File: src/rtl/aor_pkg.sv
// Shared constants, FSM state encoding and result popcount for the AOR key-sweep sequencer.
package aor_pkg;

  localparam int unsigned DW  = 16;
  localparam int unsigned KW  = 32;
  localparam int unsigned AW  = 14;
  localparam int unsigned PCW = $clog2(DW + 2);

  typedef enum logic [2:0] {
    StIdle,
    StFetchA,
    StFetchB,
    StSettle,
    StCompare,
    StReport,
    StDone
  } sweep_state_e;

  function automatic logic [PCW-1:0] popcount(input logic [DW:0] v);
    logic [PCW-1:0] c;
    c = '0;
    for (int i = 0; i <= int'(DW); i++) begin
      c = c + PCW'(v[i]);
    end
    return c;
  endfunction

endpackage

File: src/rtl/aor_key_table.sv
// Trial-key register file: synchronous write, asynchronous read, deliberately not reset.
module aor_key_table
  import aor_pkg::*;
#(
  parameter int unsigned NKEYS = 16,
  parameter int unsigned IW    = 4
) (
  input  logic          clk_i,
  input  logic          we_i,
  input  logic [IW-1:0] wr_idx_i,
  input  logic [KW-1:0] wr_data_i,
  input  logic [IW-1:0] rd_idx_i,
  output logic [KW-1:0] rd_data_o
);

  logic [KW-1:0] mem_q [NKEYS];

  always_ff @(posedge clk_i) begin
    if (we_i) begin
      mem_q[wr_idx_i] <= wr_data_i;
    end
  end

  assign rd_data_o = mem_q[rd_idx_i];

endmodule

File: src/rtl/aor_key_sweep_ctrl.sv
// Scores each trial key against the reference key by streaming operand pairs through an adder pair
// and accumulating the Hamming distance and mismatch count of their results.
module aor_key_sweep_ctrl
  import aor_pkg::*;
#(
  parameter int unsigned NPAIRS = 5000,
  parameter int unsigned NKEYS  = 16,
  parameter int unsigned SETTLE = 2
) (
  input  logic          clk,
  input  logic          rst,
  input  logic          start_i,
  input  logic [KW-1:0] key_ref_i,
  input  logic [4:0]    key_cnt_i,
  input  logic          key_wr_i,
  input  logic [3:0]    key_wr_idx_i,
  input  logic [KW-1:0] key_wr_data_i,
  output logic          mem_rd_o,
  output logic [AW-1:0] mem_addr_o,
  input  logic [DW-1:0] mem_data_i,
  output logic [DW-1:0] add1_o,
  output logic [DW-1:0] add2_o,
  output logic [KW-1:0] key_ref_o,
  output logic [KW-1:0] key_trial_o,
  input  logic [DW:0]   res_ref_i,
  input  logic [DW:0]   res_trial_i,
  output logic          rpt_valid_o,
  input  logic          rpt_ready_i,
  output logic [3:0]    rpt_idx_o,
  output logic [31:0]   rpt_hd_o,
  output logic [AW-1:0] rpt_err_o,
  output logic          busy_o,
  output logic          done_o
);

  localparam int unsigned SW = (SETTLE > 1) ? $clog2(SETTLE) : 1;
  localparam logic [SW-1:0] SettleLast = SW'(SETTLE - 1);
  localparam logic [AW-2:0] PairLast   = (AW-1)'(NPAIRS - 1);

  sweep_state_e  state_q;
  logic          mem_rd_q;
  logic [AW-1:0] mem_addr_q;
  logic [DW-1:0] a_q, add1_q, add2_q;
  logic [KW-1:0] key_ref_q, key_trial_q;
  logic [4:0]    key_cnt_q;
  logic [3:0]    kidx_q;
  logic [AW-2:0] p_q;
  logic [SW-1:0] settle_q;
  logic [31:0]   hd_q;
  logic [AW-1:0] err_q;
  logic          rpt_valid_q, busy_q, done_q;

  logic [KW-1:0]  tbl_rd_data;
  logic [3:0]     tbl_rd_idx;
  logic [DW:0]    res_xor;
  logic [PCW-1:0] pc;
  logic [32:0]    hd_sum;
  logic [31:0]    hd_sat;
  logic [AW-2:0]  p_inc;
  logic           last_key;

  // Table is only read when loading a new trial key: index 0 at start, next index on accept.
  assign tbl_rd_idx = (state_q == StReport) ? kidx_q + 4'd1 : 4'd0;

  aor_key_table #(
    .NKEYS(NKEYS),
    .IW   (4)
  ) u_key_table (
    .clk_i    (clk),
    .we_i     (key_wr_i && !busy_q),
    .wr_idx_i (key_wr_idx_i),
    .wr_data_i(key_wr_data_i),
    .rd_idx_i (tbl_rd_idx),
    .rd_data_o(tbl_rd_data)
  );

  assign res_xor  = res_ref_i ^ res_trial_i;
  assign pc       = popcount(res_xor);
  assign hd_sum   = {1'b0, hd_q} + 33'(pc);
  assign hd_sat   = hd_sum[32] ? 32'hFFFF_FFFF : hd_sum[31:0];
  assign p_inc    = p_q + 1'b1;
  assign last_key = ({1'b0, kidx_q} + 5'd1) == key_cnt_q;

  always_ff @(posedge clk or posedge rst) begin
    if (rst) begin
      state_q     <= StIdle;
      mem_rd_q    <= 1'b0;
      mem_addr_q  <= '0;
      a_q         <= '0;
      add1_q      <= '0;
      add2_q      <= '0;
      key_ref_q   <= '0;
      key_trial_q <= '0;
      key_cnt_q   <= '0;
      kidx_q      <= '0;
      p_q         <= '0;
      settle_q    <= '0;
      hd_q        <= '0;
      err_q       <= '0;
      rpt_valid_q <= 1'b0;
      busy_q      <= 1'b0;
      done_q      <= 1'b0;
    end else begin
      mem_rd_q <= 1'b0;
      unique case (state_q)
        StIdle: begin
          if (start_i) begin
            key_cnt_q <= key_cnt_i;
            busy_q    <= 1'b1;
            kidx_q    <= '0;
            p_q       <= '0;
            hd_q      <= '0;
            err_q     <= '0;
            if (key_cnt_i == 5'd0) begin
              state_q <= StDone;
            end else begin
              key_ref_q   <= key_ref_i;
              key_trial_q <= tbl_rd_data;
              mem_rd_q    <= 1'b1;
              mem_addr_q  <= '0;
              state_q     <= StFetchA;
            end
          end
        end
        StFetchA: begin
          mem_rd_q   <= 1'b1;
          mem_addr_q <= {p_q, 1'b1};
          state_q    <= StFetchB;
        end
        StFetchB: begin
          a_q      <= mem_data_i;
          settle_q <= SettleLast;
          state_q  <= StSettle;
        end
        StSettle: begin
          // Operand B is on the RAM bus during the first settle cycle; both operands move together.
          if (settle_q == SettleLast) begin
            add1_q <= a_q;
            add2_q <= mem_data_i;
          end
          if (settle_q == '0) begin
            state_q <= StCompare;
          end else begin
            settle_q <= settle_q - 1'b1;
          end
        end
        StCompare: begin
          hd_q  <= hd_sat;
          err_q <= err_q + AW'(res_xor != '0);
          if (p_q == PairLast) begin
            rpt_valid_q <= 1'b1;
            state_q     <= StReport;
          end else begin
            p_q        <= p_inc;
            mem_rd_q   <= 1'b1;
            mem_addr_q <= {p_inc, 1'b0};
            state_q    <= StFetchA;
          end
        end
        StReport: begin
          if (rpt_ready_i) begin
            rpt_valid_q <= 1'b0;
            hd_q        <= '0;
            err_q       <= '0;
            kidx_q      <= kidx_q + 4'd1;
            if (last_key) begin
              done_q  <= 1'b1;
              busy_q  <= 1'b0;
              state_q <= StDone;
            end else begin
              key_trial_q <= tbl_rd_data;
              p_q         <= '0;
              mem_rd_q    <= 1'b1;
              mem_addr_q  <= '0;
              state_q     <= StFetchA;
            end
          end
        end
        StDone: begin
          // An empty sweep arrives here still busy: spend one cycle raising done and dropping busy.
          if (busy_q) begin
            done_q <= 1'b1;
            busy_q <= 1'b0;
          end else begin
            done_q  <= 1'b0;
            state_q <= StIdle;
          end
        end
        default: state_q <= StIdle;
      endcase
    end
  end

  assign mem_rd_o    = mem_rd_q;
  assign mem_addr_o  = mem_addr_q;
  assign add1_o      = add1_q;
  assign add2_o      = add2_q;
  assign key_ref_o   = key_ref_q;
  assign key_trial_o = key_trial_q;
  assign rpt_valid_o = rpt_valid_q;
  assign rpt_idx_o   = kidx_q;
  assign rpt_hd_o    = hd_q;
  assign rpt_err_o   = err_q;
  assign busy_o      = busy_q;
  assign done_o      = done_q;

endmodule

File: config.mk
export PLATFORM = sky130hd
export DESIGN_NAME = aor_key_sweep_ctrl
export DESIGN_NICKNAME = d
export VERILOG_FILES = /design/src/rtl/aor_pkg.sv /design/src/rtl/aor_key_table.sv /design/src/rtl/aor_key_sweep_ctrl.sv
export SDC_FILE = /design/constraint.sdc
export NUM_CORES = 1
export LEC_CHECK = 0
export CAP_MARGIN = 25
export CORE_ASPECT_RATIO = 0.6
export CORE_MARGIN = 2
export CORE_UTILIZATION = 45
export DETAILED_ROUTE_END_ITERATION = 16
export PLACE_DENSITY = 0.73
export SLEW_MARGIN = 20
export SYNTH_ARGS = -nofsm -noshare
export SYNTH_HDL_FRONTEND = slang
export SYNTH_HIERARCHICAL = 1
export SYNTH_SLANG_ARGS = --single-unit
export TNS_END_PERCENT = 30
File: constraint.sdc
create_clock -name clk -period 17.6 [get_ports clk]
set_clock_uncertainty 0.05 [all_clocks]
set_input_delay 5.28 -clock clk [delete_from_list [all_inputs] [get_ports clk]]
set_output_delay 5.28 -clock clk [all_outputs]
set_load 0.03 [all_outputs]
== Word-level counts from Yosys, hierarchy flattened ==
Memories as Yosys holds them, arrays and structs flattened.
Cells that the tools add are included.

* Add/subtract/negate cells: 22
* $mul: 0
* Divide/modulo/power cells: 0
* Order comparisons: 0
* Eq/ne operators: 17
* Shift operators: 0
* Mux-type cells: 56
* Bitwise operators: 2
* Reduce and logical (&&, ||, !) cells: 24

{| class="wikitable"
|+ Operators with widths
! kind !! number
|-
| $mux 32 || 7
|-
| $mux 14 || 7
|-
| $pmux 32 s3 || 1
|-
| $pmux 32 s2 || 1
|-
| $add 5x1->5 || 12
|-
| $pmux 14 s4 || 1
|-
| $mux 13 || 4
|-
| $pmux 14 s3 || 1
|-
| $pmux 13 s3 || 1
|-
| $add 32x5->33 || 1
|-
| $mux 3 || 7
|-
| $pmux 3 s7 || 1
|-
| $ne 2x2->1 const B || 9
|-
| $reduce_bool 17->1 || 1
|-
| $xor 17x17->17 || 1
|-
| $mux 1 || 16
|-
| $reduce_and 3->1 || 5
|-
| $add 14x1->14 || 1
|-
| $add 13x1->13 const B || 1
|-
| $eq 13x13->1 const B || 1
|-
| $mux 4 || 3
|-
| $reduce_and 5->1 || 2
|-
| $eq 3x3->1 const B || 3
|-
| $pmux 4 s2 || 1
|-
| other kinds (24) || 33
|}

* Bits in registers: 202
* Latch bits: 0
* Memory bits (writable): 512
* ROM bits: 0
* Output and inout bits: 164
* Word-level logic and storage cells: 139
* Memories: 1

{| class="wikitable"
|+ Memories
! memory !! depth !! width !! read ports !! clocked after memory_dff !! write ports !! line !! text
|-
| u_key_table.mem_q || 16 || 32 || 1 || 0 || 1 || aor_key_table.sv:16 || <nowiki>logic [KW-1:0] mem_q [NKEYS];</nowiki>
|}

== Longest topological paths before layout ==
Gate-level depths: netlist of run 1.

* Depth in word-level cells: 20
* Depth in mapped cells: 17
* Gate-level depth less buffers: 16

== Modules after synthesis ==
The synthesis of run 1 kept the hierarchy.

{| class="wikitable"
|+ By module, submodules not included
! module !! instances !! cells each !! area each (sq um)
|-
| aor_key_table || 1 || 806 || 19,213.4
|-
| aor_key_sweep_ctrl || 1 || 875 || 10,203.5
|}

== Worst setup path after synthesis of run 1 ==
OpenSTA, ideal clock, no wires.

* Path type: in2reg
* Start: input res_trial_i[0]
* End: register hd_q[18], in the netlist rpt_hd_o[18]
* Library setup time: 121 ps
* Arrival: 10,004 ps
* Required time: 17,429 ps
* Path slack: 7,425 ps
* Stages: 16
* Path buffers: 1
* Cells stage by stage: xor2_1 > fa_1 > fa_1 > fa_1 > inv_1 > fa_1 > fa_1 > inv_1 > ha_1 > fa_1 > a21o_1 > and4_1 > o2111ai_1 > buf_2 > o32ai_1 > a22o_1

* Word-level cells in the longest chain between the ends: 20

{| class="wikitable"
|+ Ends and longest elaborated chain
! item !! line !! text
|-
| from (decl) || aor_key_sweep_ctrl.sv:26 || <nowiki>input logic [DW:0] res_trial_i,</nowiki>
|-
| $xor 17x17->17 || aor_key_sweep_ctrl.sv:77 || <nowiki>assign res_xor = res_ref_i ^ res_trial_i;</nowiki>
|-
| $add 1x1->2 || aor_pkg.sv:23 || <nowiki>c = c + PCW'(v[i]);</nowiki>
|-
| $add 2x1->3 || aor_pkg.sv:23 ||
|-
| $add 3x1->4 || aor_pkg.sv:23 ||
|-
| $add 4x1->5 || aor_pkg.sv:23 ||
|-
| $add 5x1->5 (12 in a row) || aor_pkg.sv:23 ||
|-
| $add 32x5->33 || aor_key_sweep_ctrl.sv:79 || <nowiki>assign hd_sum = {1'b0, hd_q} + 33'(pc);</nowiki>
|-
| $mux 32 || aor_key_sweep_ctrl.sv:80 || <nowiki>assign hd_sat = hd_sum[32] ? 32'hFFFF_FFFF : hd_sum[31:0];</nowiki>
|-
| $pmux 32 s3 || aor_key_sweep_ctrl.sv:105 || <nowiki>unique case (state_q)</nowiki>
|-
| to (signal assigned) || aor_key_sweep_ctrl.sv:148 || <nowiki>hd_q <= hd_sat;</nowiki>
|-
| to (decl) || aor_key_sweep_ctrl.sv:49 || <nowiki>logic [31:0] hd_q;</nowiki>
|}

Every way passes these cells.
A chain may end at the register's enable or synchronous reset.

== Worst setup path in the final report of run 1 ==
* Start: input res_trial_i[8]
* End: register hd_q[24], in the netlist rpt_hd_o[24]

* Word-level cells in the longest chain between the ends: 13

{| class="wikitable"
|+ Ends and longest elaborated chain
! item !! line
|-
| $xor 17x17->17 || aor_key_sweep_ctrl.sv:77
|-
| $add 5x1->5 (9 in a row) || aor_pkg.sv:23
|-
| $add 32x5->33 || aor_key_sweep_ctrl.sv:79
|-
| $mux 32 || aor_key_sweep_ctrl.sv:80
|-
| $pmux 32 s3 || aor_key_sweep_ctrl.sv:105
|}

Every way passes these cells.

==> results.json, run 1 <==
{
  "core_sq_mm": 0.06450,
  "io_buffers": 291,
  "slew_headroom_pct": 26.80,
  "synth_flop_cell": "edfxtp_1",
  "hold_class": "register to register",
  "period_minus_slack_ps": 10530,
  "synth_commonest_cells": "512 x edfxtp_1, 202 x dfrtp_1, 128 x mux4_2, 99 x mux2_2, 96 x nand2_1",
  "cts_hold_buf": 0,
  "grt_first_pass_wirelength_mm": 107.4,
  "fmax_ghz": 0.09500,
  "via_per_inst": 5.834,
  "ys_seq_elements": 714,
  "cts_buffer_depth": 3,
  "max-cap-violations": 0,
  "syn_inst": 1681,
  "dp_hpwl_mm": 42.57,
  "fillers": 4975,
  "start_util_pct": 45.61,
  "power.leakage_nw": 12.28,
  "synth.avg_cell_area_sq_um": 17.50,
  "critPathLaunchType": "input pin",
  "period_share_pct": 59.81,
  "num_rows": 72,
  "clk_latency_ps": 620,
  "critPathMaxFanout": 13,
  "worstSetupPathType": "input pin to register",
  "path_clk_slew_ps": 60,
  "placed_cells": 2766,
  "wl_per_cell_microns": 24.61,
  "yosys-top-cells-area": "edfxtp_1 52%, dfrtp_1 17%, mux4_2 9.8%, mux2_2 3.8%, a22oi_1 1.7%",
  "h-tree-depth": 3,
  "rsz0062_at_grt": "false",
  "setup-violations-final": 0,
  "overflow": 0,
  "drt_iter0_drc": 1649,
  "grt_max_degree": 138,
  "post_cts_buffers": 0,
  "internal-power_w": 0.003556,
  "yosys.area.top_type_share_pct": 52.26,
  "drc": 0,
  "worstPathArrival_ps": 10960,
  "dr_total_vias": 16900,
  "cts_tree": "built",
  "final_layout_size_suffix_gt1_share_pct": 20.56,
  "syn_to_final_growth_pct": 21.44,
  "multi_input_area_sq_mm": 0.008569,
  "clkPwrFrac_pct": 28.9,
  "synth-edff-count": 512,
  "first_pass_iters": 7,
  "cts_num_sinks": 714,
  "worst_slew_pin_slew_ps": 1098,
  "p_seq_share_pct": 40.5,
  "cts_root_buffer": "clkbuf_16",
  "layout.cells.non_filler": 2896,
  "post_cts.resized_instances": 0,
  "dieArea_sq_mm": 0.06750,
  "hold_violations": 0,
  "yosys.area.top_type": "edfxtp_1",
  "yosysMostFrequentCell": "edfxtp_1",
  "ant_nets": 0,
  "ys_warn_count": 6,
  "ys_types": 83,
  "power_density_mw_per_mm2": 145.2,
  "yosysSeqAreaShare_pct": 69.45,
  "place_congestion": 0.9105,
  "area.sequential_sq_mm": 0.02043,
  "grt_usage_pct": 21.11,
  "synth_fp_nets": 1839,
  "die_w_microns": 334.1,
  "end_kind": "register",
  "numCtsBuffers": 68,
  "final_net_count": 2146,
  "p_switching_w": 0.001631,
  "maxSlewViolCount": 0,
  "wl_mm": 71.27,
  "antenna_found_initial": 2,
  "ir_worst_vdd_v": 0.0001124,
  "synthesis.area_sq_mm": 0.02942,
  "swShare_pct": 31.44,
  "die_h_microns": 202.0,
  "synthArstFlopShare_pct": 28.29,
  "setup_tns_ps": 0,
  "p_comb_share_pct": 30.5,
  "ioPinCount": 292,
  "grt_pass1_vias": 16970,
  "required_ps": 18040,
  "status": "finished clean"
}
==> registers in the layout, indices dropped and copies added, names as in the netlist, 3 cells and up <==
register           cells
u_key_table/mem_q    512
key_ref_o             32
key_trial_o           32
rpt_hd_o              32
a_q                   16
add1_o                16
add2_o                16
mem_addr_o            14
rpt_err_o             14
p_q                   13
key_cnt_q              5
rpt_idx_o              4
state_q                3
==> final timing paths <==
check	start	to	slack, ps	cells past startpoint
min reg2reg	key_trial_o[18]$_DFFE_PP0P_	key_trial_o[18]$_DFFE_PP0P_	440	1
min	key_trial_o[18]$_DFFE_PP0P_	key_trial_o[18]$_DFFE_PP0P_	440	1
min in group asynchronous	rst	key_ref_o[15]$_DFFE_PP0P_	5160	2
max reg2reg	rpt_hd_o[0]$_DFFE_PP0P_	rpt_hd_o[24]$_DFFE_PP0P_	11950	14
max	res_trial_i[8]	rpt_hd_o[24]$_DFFE_PP0P_	7070	17
max in group asynchronous	rst	mem_addr_o[1]$_DFFE_PP0P_	10910	3
==> layer usage <==
| layer | part of all wire, % | global-route usage (%) | routed length [microns] | vias to the layer above |
|---|---|---|---|---|
| met5 | 0.020 | 0 | 14 | - |
| met4 | 1.8 | 5.068 | 1312 | 2 |
| met3 | 7.4 | 3.876 | 5279 | 96 |
| met2 | 46 | 32.16 | 33050 | 671 |
| met1 | 44 | 31.72 | 31610 | 8801 |
| li1 | - | - | - | 7326 |
==> stage by stage <==
| stage | hold slack (ps) | utilization, % | total power, W | worst slack (ps) | instance area [sq um] |
|---|---|---|---|---|---|
| after global routing | 453.6 | 55.38 | 0.005427 | 6850 | 35720 |
| after CTS | 442.7 | 55.26 | 0.005224 | 6718 | 35650 |
| after detailed placement | 428.5 | 51.70 | 0.003717 | 6075 | 33350 |
| final | 440.7 | 55.38 | 0.005186 | 7073 | 35720 |
| after global placement | 417.2 | 51.69 | 0.003682 | 6179 | 33340 |
| after floorplan | 423.8 | - | 0.003183 | 6759 | 29420 |
==> layout make-up <==
class | count | share of cell area, %
inverters | 32 | 0.3713
clock buffers | 89 | 5.271
multi-input cells | 845 | 23.99
diodes | 2 | 0.01401
flip-flops and latches | 714 | 57.19
well taps | 851 | 2.981
clock inverters | 36 | 1.166
repair buffers | 327 | 9.022
==> power by group through the flow <==
stage          logic [W]  clock network [W]  registers, W
2_1_floorplan   0.000834                  0       0.00235
3_3_place_gp     0.00156                  0       0.00213
3_5_place_dp     0.00158                  0       0.00214
4_1_cts          0.00159            0.00153       0.00210
5_1_grt          0.00170            0.00160       0.00213
6_report         0.00158            0.00150       0.00210
==> critical path: stages <==
cell             delay (ps)
clkdlybuf4s50_1         430
xnor2_1                 250
inv_1                    80
fa_1                    500
fa_1                    450
fa_1                    550
inv_1                    50
fa_1                    500
fa_1                    540
inv_1                    40
ha_1                    220
fa_1                    420
a21o_1                  230
and4_1                  280
o2111ai_2               590
o32ai_1                 200
a221o_1                 330
==> cell families after synthesis <==
family,Yosys count,synth area share (%)
adder cells (fa/ha/maj),30,1.582
flip-flops,714,69.45
AO/OA/AOI/OAI,255,6.601
buffers and inverters,122,1.974
multiplexers,253,14.59
XOR/XNOR,36,1.119
AND/OR/NAND/NOR,271,4.687
==> placed cells by master, fill, tap and decap left out, types with 10 or more instances in the layout <==
cell and count:
edfxtp_1 512, nand4_1 15, buf_4 34, xor2_1 14, mux4_2 128, clkbuf_16 70
mux2_1 23, a221o_1 12, o22a_1 10, o22ai_1 10, nand2_1 96, nor3_1 17
nor2_4 14, nand2b_1 10, nand3_1 25, fa_1 12, a21oi_1 24, a22oi_1 68
dfrtp_1 202, clkbuf_1 13, a21o_1 16, nor2_1 33, clkdlybuf4s50_1 291, ha_1 18
xnor2_1 21, o21ai_0 35, mux2_2 99, inv_1 31
Note: power is estimated with default switching activity, not from simulation.
==> inputs of run 2 (changes only) <==
==> constraint.sdc (replaced) <==
create_clock -name clk -period 9.75 [get_ports clk]
set_clock_uncertainty 0.05 [all_clocks]
set_input_delay 2.925 -clock clk [delete_from_list [all_inputs] [get_ports clk]]
set_output_delay 2.925 -clock clk [all_outputs]
set_load 0.03 [all_outputs]
==> results.json, run 2 (synthesis gave the netlist of run 1 again) <==
{
  "fin_area_sq_mm": 0.03567,
  "dieArea_sq_mm": 0.06750,
  "end_kind": "register",
  "whs_path_depth": 1,
  "hold_slack_ps": 429.6,
  "setup-violations-final": 0,
  "antenna_found_initial": 2,
  "final_layout_size_suffix_gt1_share_pct": 20.33,
  "critPathMaxFanout": 6,
  "ir_worst_vdd_v": 0.0001765,
  "dr_total_vias": 17000,
  "critPathLaunchType": "input pin",
  "cts_hold_buf": 0,
  "largest-register": "u_key_table/mem_q",
  "start_util_pct": 45.61,
  "core_sq_mm": 0.06450,
  "power_w": 0.009310,
  "path_clk_slew_ps": 70,
  "wl_per_cell_microns": 24.86,
  "hold_violations": 0,
  "largest_register_ffs": 512,
  "setup_tns_ps": 0,
  "io_buffers": 291,
  "diodes": 0,
  "wl_mm": 71.90,
  "via_per_inst": 5.878,
  "num_rows": 72,
  "timing.rr.start": "rpt_hd_o[0]$_DFFE_PP0P_",
  "mostFrequentLayoutCells": "512 x edfxtp_1, 291 x clkdlybuf4s50_1, 202 x dfrtp_1",
  "rsz0062_at_grt": "false",
  "worstPathArrival_ps": 8530,
  "period_share_pct": 83.15,
  "maxSlewViolCount": 0,
  "clk_latency_ps": 610,
  "die_w_microns": 334.1,
  "r2r_slack_ps": 4200,
  "first_pass_iters": 6,
  "multi_input_area_sq_mm": 0.008563,
  "min_to": "mem_addr_o[0]$_DFFE_PP0P_",
  "die_h_microns": 202.0,
  "grt_usage_pct": 21.34,
  "drt_iter0_drc": 1781,
  "grt_first_pass_wirelength_mm": 108.2,
  "ant_nets": 0,
  "final_net_count": 2146,
  "syn_to_final_growth_pct": 21.27,
  "utilization_pct": 55.31,
  "dp_hpwl_mm": 42.97,
  "post_cts.resized_instances": 0,
  "reg2reg_depth": 14,
  "place_congestion": 0.9013,
  "worstSetupPathType": "input pin to register",
  "cts_buffer_depth": 3,
  "holdCritStartpoint": "mem_addr_o[0]$_DFFE_PP0P_",
  "hold_class": "register to register",
  "cts_tree": "built",
  "max-cap-violations": 0,
  "status": "finished clean",
  "grt_max_degree": 128,
  "cts_root_buffer": "clkbuf_16",
  "h-tree-depth": 3,
  "drc": 0,
  "area.sequential_sq_mm": 0.02043,
  "power.leakage_nw": 12.27,
  "numCtsBuffers": 68,
  "post_cts_buffers": 0,
  "fillers": 4954,
  "worst_slew_pin_slew_ps": 1062,
  "cts_num_sinks": 714,
  "slew_headroom_pct": 29.20,
  "fmax_ghz": 0.1234,
  "ioPinCount": 292,
  "final_common_cell": "edfxtp_1",
  "power_density_mw_per_mm2": 261.0,
  "grt_pass1_vias": 16980,
  "overflow": 0,
  "period_minus_slack_ps": 8107,
  "required_ps": 10170,
  "place_area_sq_mm": 0.03336,
  "worst_r2r_endpoint": "rpt_hd_o[24]$_DFFE_PP0P_"
}
[run 2: per-layer routing]
| metal | track usage, % | vias to the layer above | share of wire, % |
|---|---|---|---|
| li1 | - | 7341 | - |
| met1 | 31.65 | 8926 | 44 |
| met2 | 32.78 | 628 | 47 |
| met3 | 4.221 | 99 | 7.4 |
| met4 | 4.987 | 4 | 1.9 |
| met5 | 0 | - | 0.036 |
[run 2: worst max-delay path, stage by stage]
cell and delay (ps):
clkdlybuf4s50_1 470, xor2_1 250, fa_1 490, fa_1 530, fa_1 540, inv_1 50, fa_1 500, fa_1 540
inv_1 50, ha_1 230, fa_1 430, a21o_1 230, and4_1 290, o211ai_1 490, o32ai_1 190, a221o_1 320
[run 2: area by class of cell]
class,instances,area share (%)
repair buffers,327,9.137
clock inverters,33,0.9575
well taps,851,2.985
inverters,32,0.3578
multi-input cells,845,24.00
clock buffers,90,5.289
flip-flops and latches,714,57.27
[run 2: through the flow]
stage | instances | setup slack [ps]
detailed placement | 2766 | 1101
CTS | 2889 | 1737
floorplan | 1681 | 1264
global route | 2892 | 1471
global placement | 2765 | 1164
finish | 2892 | 1643
[run 2: worst max-delay path by stage]
stage	start	endpoint	slack, ps	depth (start not counted)
after global routing	res_ref_i[0]	rpt_hd_o[24]$_DFFE_PP0P_	1470	16
final	res_ref_i[0]	rpt_hd_o[24]$_DFFE_PP0P_	1640	16
after CTS	res_trial_i[0]	rpt_hd_o[24]$_DFFE_PP0P_	1740	16
after detailed placement	res_trial_i[0]	rpt_hd_o[24]$_DFFE_PP0P_	1100	16
after floorplan	rst	a_q[0]$_DFFE_PP0P_	1260	1
after global placement	res_ref_i[0]	rpt_hd_o[24]$_DFFE_PP0P_	1160	16
[run 2: power by group]
| part | switching [W] | internal [W] | leakage, nW |
|---|---|---|---|
| clock | 0.00115 | 0.00151 | 1.08 |
| sequential | 0.000223 | 0.00358 | 7.16 |
| combinational | 0.00156 | 0.00130 | 4.03 |
